==> src/rtl/bcd_chain_counter.sv <==
// -----------------------------------------------------------------------------
// bcd_chain_counter
//
// Multi-digit BCD up/down counter with a built-in prescaler. The prescaler
// counts enabled clk cycles. Every PRESCALE-th enabled cycle is a step edge,
// and the chain of DIGITS decimal digits moves one count in the direction
// selected by up_dn. Synchronous clear and parallel load take precedence over
// counting. tick_out and wrap are registered pulses that line up with the
// cycle in which the new count value is first visible.
//
// Parameters:
//   DIGITS    number of BCD digits in the chain (>= 1)
//   PRESCALE  enabled clk cycles per count step (>= 1)
//
// Ports:
//   clk       system clock, rising edge
//   rst       asynchronous active-low reset
//   en        count enable; prescaler and digits hold while low
//   up_dn     1 = count up, 0 = count down (sampled on step edges only)
//   clr       synchronous clear of count, prescaler and pulses
//   load      synchronous parallel load; digits above 9 are clamped to 9
//   load_val  BCD load value, digit 0 in [3:0]
//   count     current BCD value, digit 0 in [3:0]
//   tick_out  one-cycle pulse in the cycle a count step becomes visible
//   wrap      one-cycle pulse in the cycle a full-range wrap becomes visible
// -----------------------------------------------------------------------------
module bcd_chain_counter #(
    parameter int DIGITS   = 4,
    parameter int PRESCALE = 1000
) (
    input  logic                  clk,
    input  logic                  rst,
    input  logic                  en,
    input  logic                  up_dn,
    input  logic                  clr,
    input  logic                  load,
    input  logic [4*DIGITS-1:0]   load_val,
    output logic [4*DIGITS-1:0]   count,
    output logic                  tick_out,
    output logic                  wrap
);

    // A PRESCALE of 1 still gets a 1-bit register; it simply never leaves 0.
    localparam int              PS_W    = (PRESCALE > 1) ? $clog2(PRESCALE) : 1;
    localparam logic [PS_W-1:0] PS_LAST = PS_W'(PRESCALE - 1);

    logic [PS_W-1:0]     ps;
    logic                ps_done;

    logic [4*DIGITS-1:0] count_up;
    logic [4*DIGITS-1:0] count_dn;
    logic [4*DIGITS-1:0] load_clamped;
    logic                carry;
    logic                borrow;
    logic [3:0]          digit;
    logic [3:0]          ld_digit;

    assign ps_done = (ps == PS_LAST);

    // Next-value candidates for both directions plus the clamped load value.
    // carry/borrow ripple from digit 0 upward: a digit moves only if every
    // lower digit is at its rollover value (9 going up, 0 going down). Once
    // the loop finishes, carry says "all digits were 9" and borrow says "all
    // digits were 0", which are exactly the wrap conditions.
    // NOTE: every signal written here gets a default at the top of the block,
    // so no path leaves a value unassigned and no latch can be inferred.
    always_comb begin
        count_up     = count;
        count_dn     = count;
        load_clamped = '0;
        carry        = 1'b1;
        borrow       = 1'b1;
        digit        = 4'd0;
        ld_digit     = 4'd0;
        for (int i = 0; i < DIGITS; i++) begin
            digit = count[4*i +: 4];
            if (carry) begin
                count_up[4*i +: 4] = (digit >= 4'd9) ? 4'd0 : digit + 4'd1;
            end
            if (borrow) begin
                count_dn[4*i +: 4] = (digit == 4'd0) ? 4'd9 : digit - 4'd1;
            end
            carry  = carry  & (digit == 4'd9);
            borrow = borrow & (digit == 4'd0);

            ld_digit = load_val[4*i +: 4];
            load_clamped[4*i +: 4] = (ld_digit > 4'd9) ? 4'd9 : ld_digit;
        end
    end

    // Priority: rst > clr > load > en. Pulses are cleared on every edge that
    // is not a step edge, which keeps them exactly one cycle wide.
    // NOTE: sequential state uses non-blocking assignments so every register
    // samples the pre-edge values, independent of statement order.
    always_ff @(posedge clk or negedge rst) begin
        if (!rst) begin
            count    <= '0;
            ps       <= '0;
            tick_out <= 1'b0;
            wrap     <= 1'b0;
        end else if (clr) begin
            count    <= '0;
            ps       <= '0;
            tick_out <= 1'b0;
            wrap     <= 1'b0;
        end else if (load) begin
            count    <= load_clamped;
            ps       <= '0;
            tick_out <= 1'b0;
            wrap     <= 1'b0;
        end else if (!en) begin
            tick_out <= 1'b0;
            wrap     <= 1'b0;
        end else if (!ps_done) begin
            ps       <= ps + PS_W'(1);
            tick_out <= 1'b0;
            wrap     <= 1'b0;
        end else begin
            ps       <= '0;
            tick_out <= 1'b1;
            if (up_dn) begin
                count <= count_up;
                wrap  <= carry;
            end else begin
                count <= count_dn;
                wrap  <= borrow;
            end
        end
    end

endmodule

==> config.mk <==
export PLATFORM = sky130hd
export DESIGN_NAME = bcd_chain_counter
export DESIGN_NICKNAME = d
export VERILOG_FILES = /design/src/rtl/bcd_chain_counter.sv
export SDC_FILE = /design/constraint.sdc
export NUM_CORES = 1
export LEC_CHECK = 0
export CAP_MARGIN = 20
export CORE_MARGIN = 2
export CORE_UTILIZATION = 50
export DETAILED_ROUTE_END_ITERATION = 8
export PLACE_DENSITY = 0.73
export SLEW_MARGIN = 10
export SYNTH_ARGS = -nofsm -noshare
export SYNTH_HDL_FRONTEND = slang
export SYNTH_SLANG_ARGS = --single-unit
==> constraint.sdc <==
create_clock -name clk -period 4.2 [get_ports clk]
set_input_delay 0.63 -clock clk [delete_from_list [all_inputs] [get_ports clk]]
set_output_delay 0.63 -clock clk [all_outputs]
set_load 0.005 [all_outputs]
==> impl_results.rst <==
.. list-table::
   :header-rows: 1

   * - Metric
     - Value
   * - Relative area change from synthesis to final layout
     - 20.7%
   * - Synth Cell Area
     - 2320 um^2
   * - Flip-flop and latch count after synthesis
     - 28
   * - Post-Route WL
     - 5630 um
   * - Number of setup violations in the final report
     - 0
   * - Delay contributed by the slowest stage of the critical path
     - 460 ps
   * - Fraction of layout cells with a size suffix above 1
     - 7.49%
   * - Iteration-0 DRC count of the detailed router
     - 104
   * - Mean cell area of the mapped netlist
     - 8.40 um^2
   * - Post-CTS Hold Buffers
     - 0
   * - Global router's overall resource usage
     - 22.5%
   * - Post-Synth Adder-Cell Area
     - 7.56%
   * - TritonCTS buffer count
     - 3
   * - Most repeated library cell on the critical path
     - sky130_fd_sc_hd__or3_1
   * - Main combinational cell family by area after synthesis
     - compound AO/OA/AOI/OAI gates
   * - Number of flops mapped to enable cells by yosys
     - 0
   * - Number of hold violations in the final report
     - 0
   * - Synthesized-area fraction occupied by xor and xnor cells
     - 3.02%
   * - Count of maximum capacitance violations
     - 0
   * - Synth cell types
     - 56
   * - CP max stage cell
     - sky130_fd_sc_hd__clkdlybuf4s50_1
   * - Number of antenna violations at the first check in global routing
     - 0
   * - Type of the worst min-delay path
     - reg -> reg
   * - Width of the chip
     - 72.1 um
   * - # DRC
     - 0
   * - Total power density per cell area
     - 270 nW/um^2
   * - TritonCTS clock tree
     - done
   * - Post-Synth Simple-Gate Area
     - 22.2%
   * - I/O pin count
     - 40
   * - Detailed Place HPWL
     - 4110 um
   * - Maximum clock insertion buffer count
     - 2
   * - Unrepaired setup endpoints after global routing
     - false
   * - Yosys warnings
     - 0
   * - Share of synthesized area spent on multiplexers
     - 3.78%
   * - Maximum clock rate
     - 362 MHz
   * - Post-layout nets
     - 344
   * - Post-layout minimum cycle time
     - 2760 ps
   * - Worst-case hold slack
     - 488 ps
   * - Antenna viol nets, final
     - 0
   * - Global placement routability congestion
     - 0.831
   * - IO buf count
     - 39
   * - Vias in the first global route
     - 1979
   * - Area of the die
     - 5190 um^2
   * - Global-route wire length before repair
     - 9370 um
   * - Total number of vias
     - 2146
   * - Outcome
     - completed
   * - Sinks on the clock net
     - 28
   * - Transition time of the tightest slew-check pin
     - 737 ps
   * - Data arrival time at the worst-slack endpoint
     - 2930 ps
   * - Setup skew after layout
     - 2.83 ps
   * - Setup Crit Path Kind
     - in -> reg
   * - Proportion of synthesized chip area in sequential cells
     - 30.2%
   * - H-tree levels
     - 1
   * - Max rail drop VDD
     - 148 uV
   * - Maximum fanout count along the critical path
     - 31
   * - Pin count of the biggest net entering global routing
     - 32
   * - Source-to-sink clock delay at the later pin of the worst-skew pair
     - 280 ps
   * - 1st-pass router iterations
     - 4
   * - Post-Synthesis Cells
     - 276
   * - Share of the synthesized area in compound gates (AO/OA/AOI/OAI)
     - 26.7%
   * - Commonest cells after routing, fill and taps aside
     - 39 x sky130_fd_sc_hd__clkdlybuf4s50_1, 28 x sky130_fd_sc_hd__dfrtp_1, 22 x sky130_fd_sc_hd__inv_1
   * - Post-DR vias/cell
     - 5.98
   * - Initial cell density of the core
     - 52.5%
   * - Total number of placement rows
     - 24
   * - Wire length per cell after detailed routing
     - 15.7 um
   * - Portion of the clock cycle consumed by the worst path in the final layout
     - 65.7%
   * - Leakage power
     - 1.13 nW
   * - Clk slew on worst S/H paths
     - 100 ps
   * - Antenna diode count
     - 0
   * - Max transition margin
     - 50.7%
   * - Leading register cell type out of synthesis
     - sky130_fd_sc_hd__dfrtp_1
   * - Most common cell after layout, fill and taps aside
     - sky130_fd_sc_hd__clkdlybuf4s50_1
   * - Filler instances
     - 390
   * - Remaining global-route overflow
     - 0
   * - Category of the worst setup path launch point
     - primary input
   * - Buffers inserted by post-CTS timing repair
     - 0
   * - Number of pins with negative max-slew slack in the final report
     - 0
   * - Cells along the critical path
     - clkdlybuf4s50_1 > buf_4 > nand3_1 > or3_1 > or3_1 > a31oi_2 > mux2_2
   * - Post-synth ARST share
     - 100%
   * - CTS Root Buffer Type
     - sky130_fd_sc_hd__clkbuf_8
   * - Floorplan die height
     - 72.1 um
   * - Area of the core
     - 4410 um^2
   * - Critical Path RT
     - 4380 ps
   * - Net count after synthesis
     - 312
   * - Setup tns final
     - 0 ps
   * - Post-CTS resize count
     - 0
   * - Critical Path Sink Type
     - flop
[cell type report]
| class | instances | area (um^2) | area share [%] |
|---|---|---|---|
| inverter | 22 | 82.6 | 2.95 |
| clock inverter | 1 | 30.0 | 1.07 |
| clock buffer | 3 | 41.3 | 1.48 |
| timing repair buffer | 42 | 410 | 14.7 |
| multi-input combinational | 211 | 1470 | 52.5 |
| tap | 52 | 65.1 | 2.33 |
| sequential | 28 | 701 | 25.0 |
[per-stage QoR]
| stage | std cells | instance area (um^2) | total power [W] | setup slack [ps] | util [%] |
|---|---|---|---|---|---|
| 6_report | 359 | 2800 | 0.000756 | 1440 | 63.4 |
| 5_1_grt | 359 | 2800 | 0.000800 | 1350 | 63.4 |
| 4_1_cts | 358 | 2790 | 0.000758 | 1460 | 63.3 |
| 3_5_place_dp | 354 | 2720 | 0.000540 | 1150 | 61.6 |
| 3_3_place_gp | 354 | 2720 | 0.000538 | 1220 | 61.6 |
| 2_1_floorplan | 276 | 2320 | 0.000451 | 2050 | - |
[flip-flops by register name (all words and copies together), names as in the netlist]
signal,flops
tick_out,1
count,16
ps,10
wrap,1
[logic make-up after synthesis]
kind of cell | count (synthesis)
XOR/XNOR | 8
AND/OR/NAND/NOR | 95
multiplexers | 7
flip-flops | 28
AO/OA/AOI/OAI | 87
adder cells (fa/ha/maj) | 14
buffers and inverters | 37
[synthesized netlist by cell type, types with 5 or more instances]
master / count / area share, %
sky130_fd_sc_hd__a21oi_1: 14 / 3.0
sky130_fd_sc_hd__clkbuf_1: 11 / 1.8
sky130_fd_sc_hd__dfrtp_1: 28 / 30
sky130_fd_sc_hd__ha_1: 14 / 7.6
sky130_fd_sc_hd__inv_1: 22 / 3.6
sky130_fd_sc_hd__nand2_1: 19 / 3.1
sky130_fd_sc_hd__nand2b_1: 11 / 3.0
sky130_fd_sc_hd__nand3_1: 7 / 1.5
sky130_fd_sc_hd__nand3b_1: 5 / 1.6
sky130_fd_sc_hd__nor2_1: 20 / 3.2
sky130_fd_sc_hd__nor3_1: 7 / 1.5
sky130_fd_sc_hd__nor3b_1: 5 / 1.6
sky130_fd_sc_hd__o21a_1: 5 / 1.6
sky130_fd_sc_hd__o21ai_0: 18 / 3.9
sky130_fd_sc_hd__o31ai_1: 6 / 1.9
[power breakdown]
part           internal (W)  switching (W)  leakage (nW)  total [W]
sequential         0.000283      0.0000314         0.378   0.000314
clock              0.000128      0.0000896        0.0357   0.000217
combinational      0.000114       0.000111         0.715   0.000225
total              0.000525       0.000232          1.13   0.000756
[metal layers]
layer	global-route usage (%)	vias up	routed length [um]
met1	34.0	1020	2810
met3	1.67	7	181
li1	-	1071	-
met2	34.8	48	2580
met5	0	-	0
met4	6.08	0	61
[worst paths after layout]
kind | from | to | slack, ps | depth (start not counted)
worst max-delay path | up_dn | count[15]$_DFFE_PN0P_ | 1440 | 7
worst min-delay path | ps[9]$_DFFE_PN0P_ | ps[9]$_DFFE_PN0P_ | 490 | 1
worst min register to register | ps[9]$_DFFE_PN0P_ | ps[9]$_DFFE_PN0P_ | 490 | 1
worst max register to register | count[5]$_DFFE_PN0P_ | count[15]$_DFFE_PN0P_ | 1790 | 6
max in group asynchronous | rst | count[11]$_DFFE_PN0P_ | 3200 | 2
min in group asynchronous | rst | count[5]$_DFFE_PN0P_ | 720 | 2
[worst max-delay path, delay by kind of cell]
kind	cells	cell delay, ps
muxes	1	380
and+or+nand+nor	3	890
buffers and inverters	2	760
AOI/OAI and AO/OA	1	270
No activity file was read; power rests on OpenSTA's default activity.
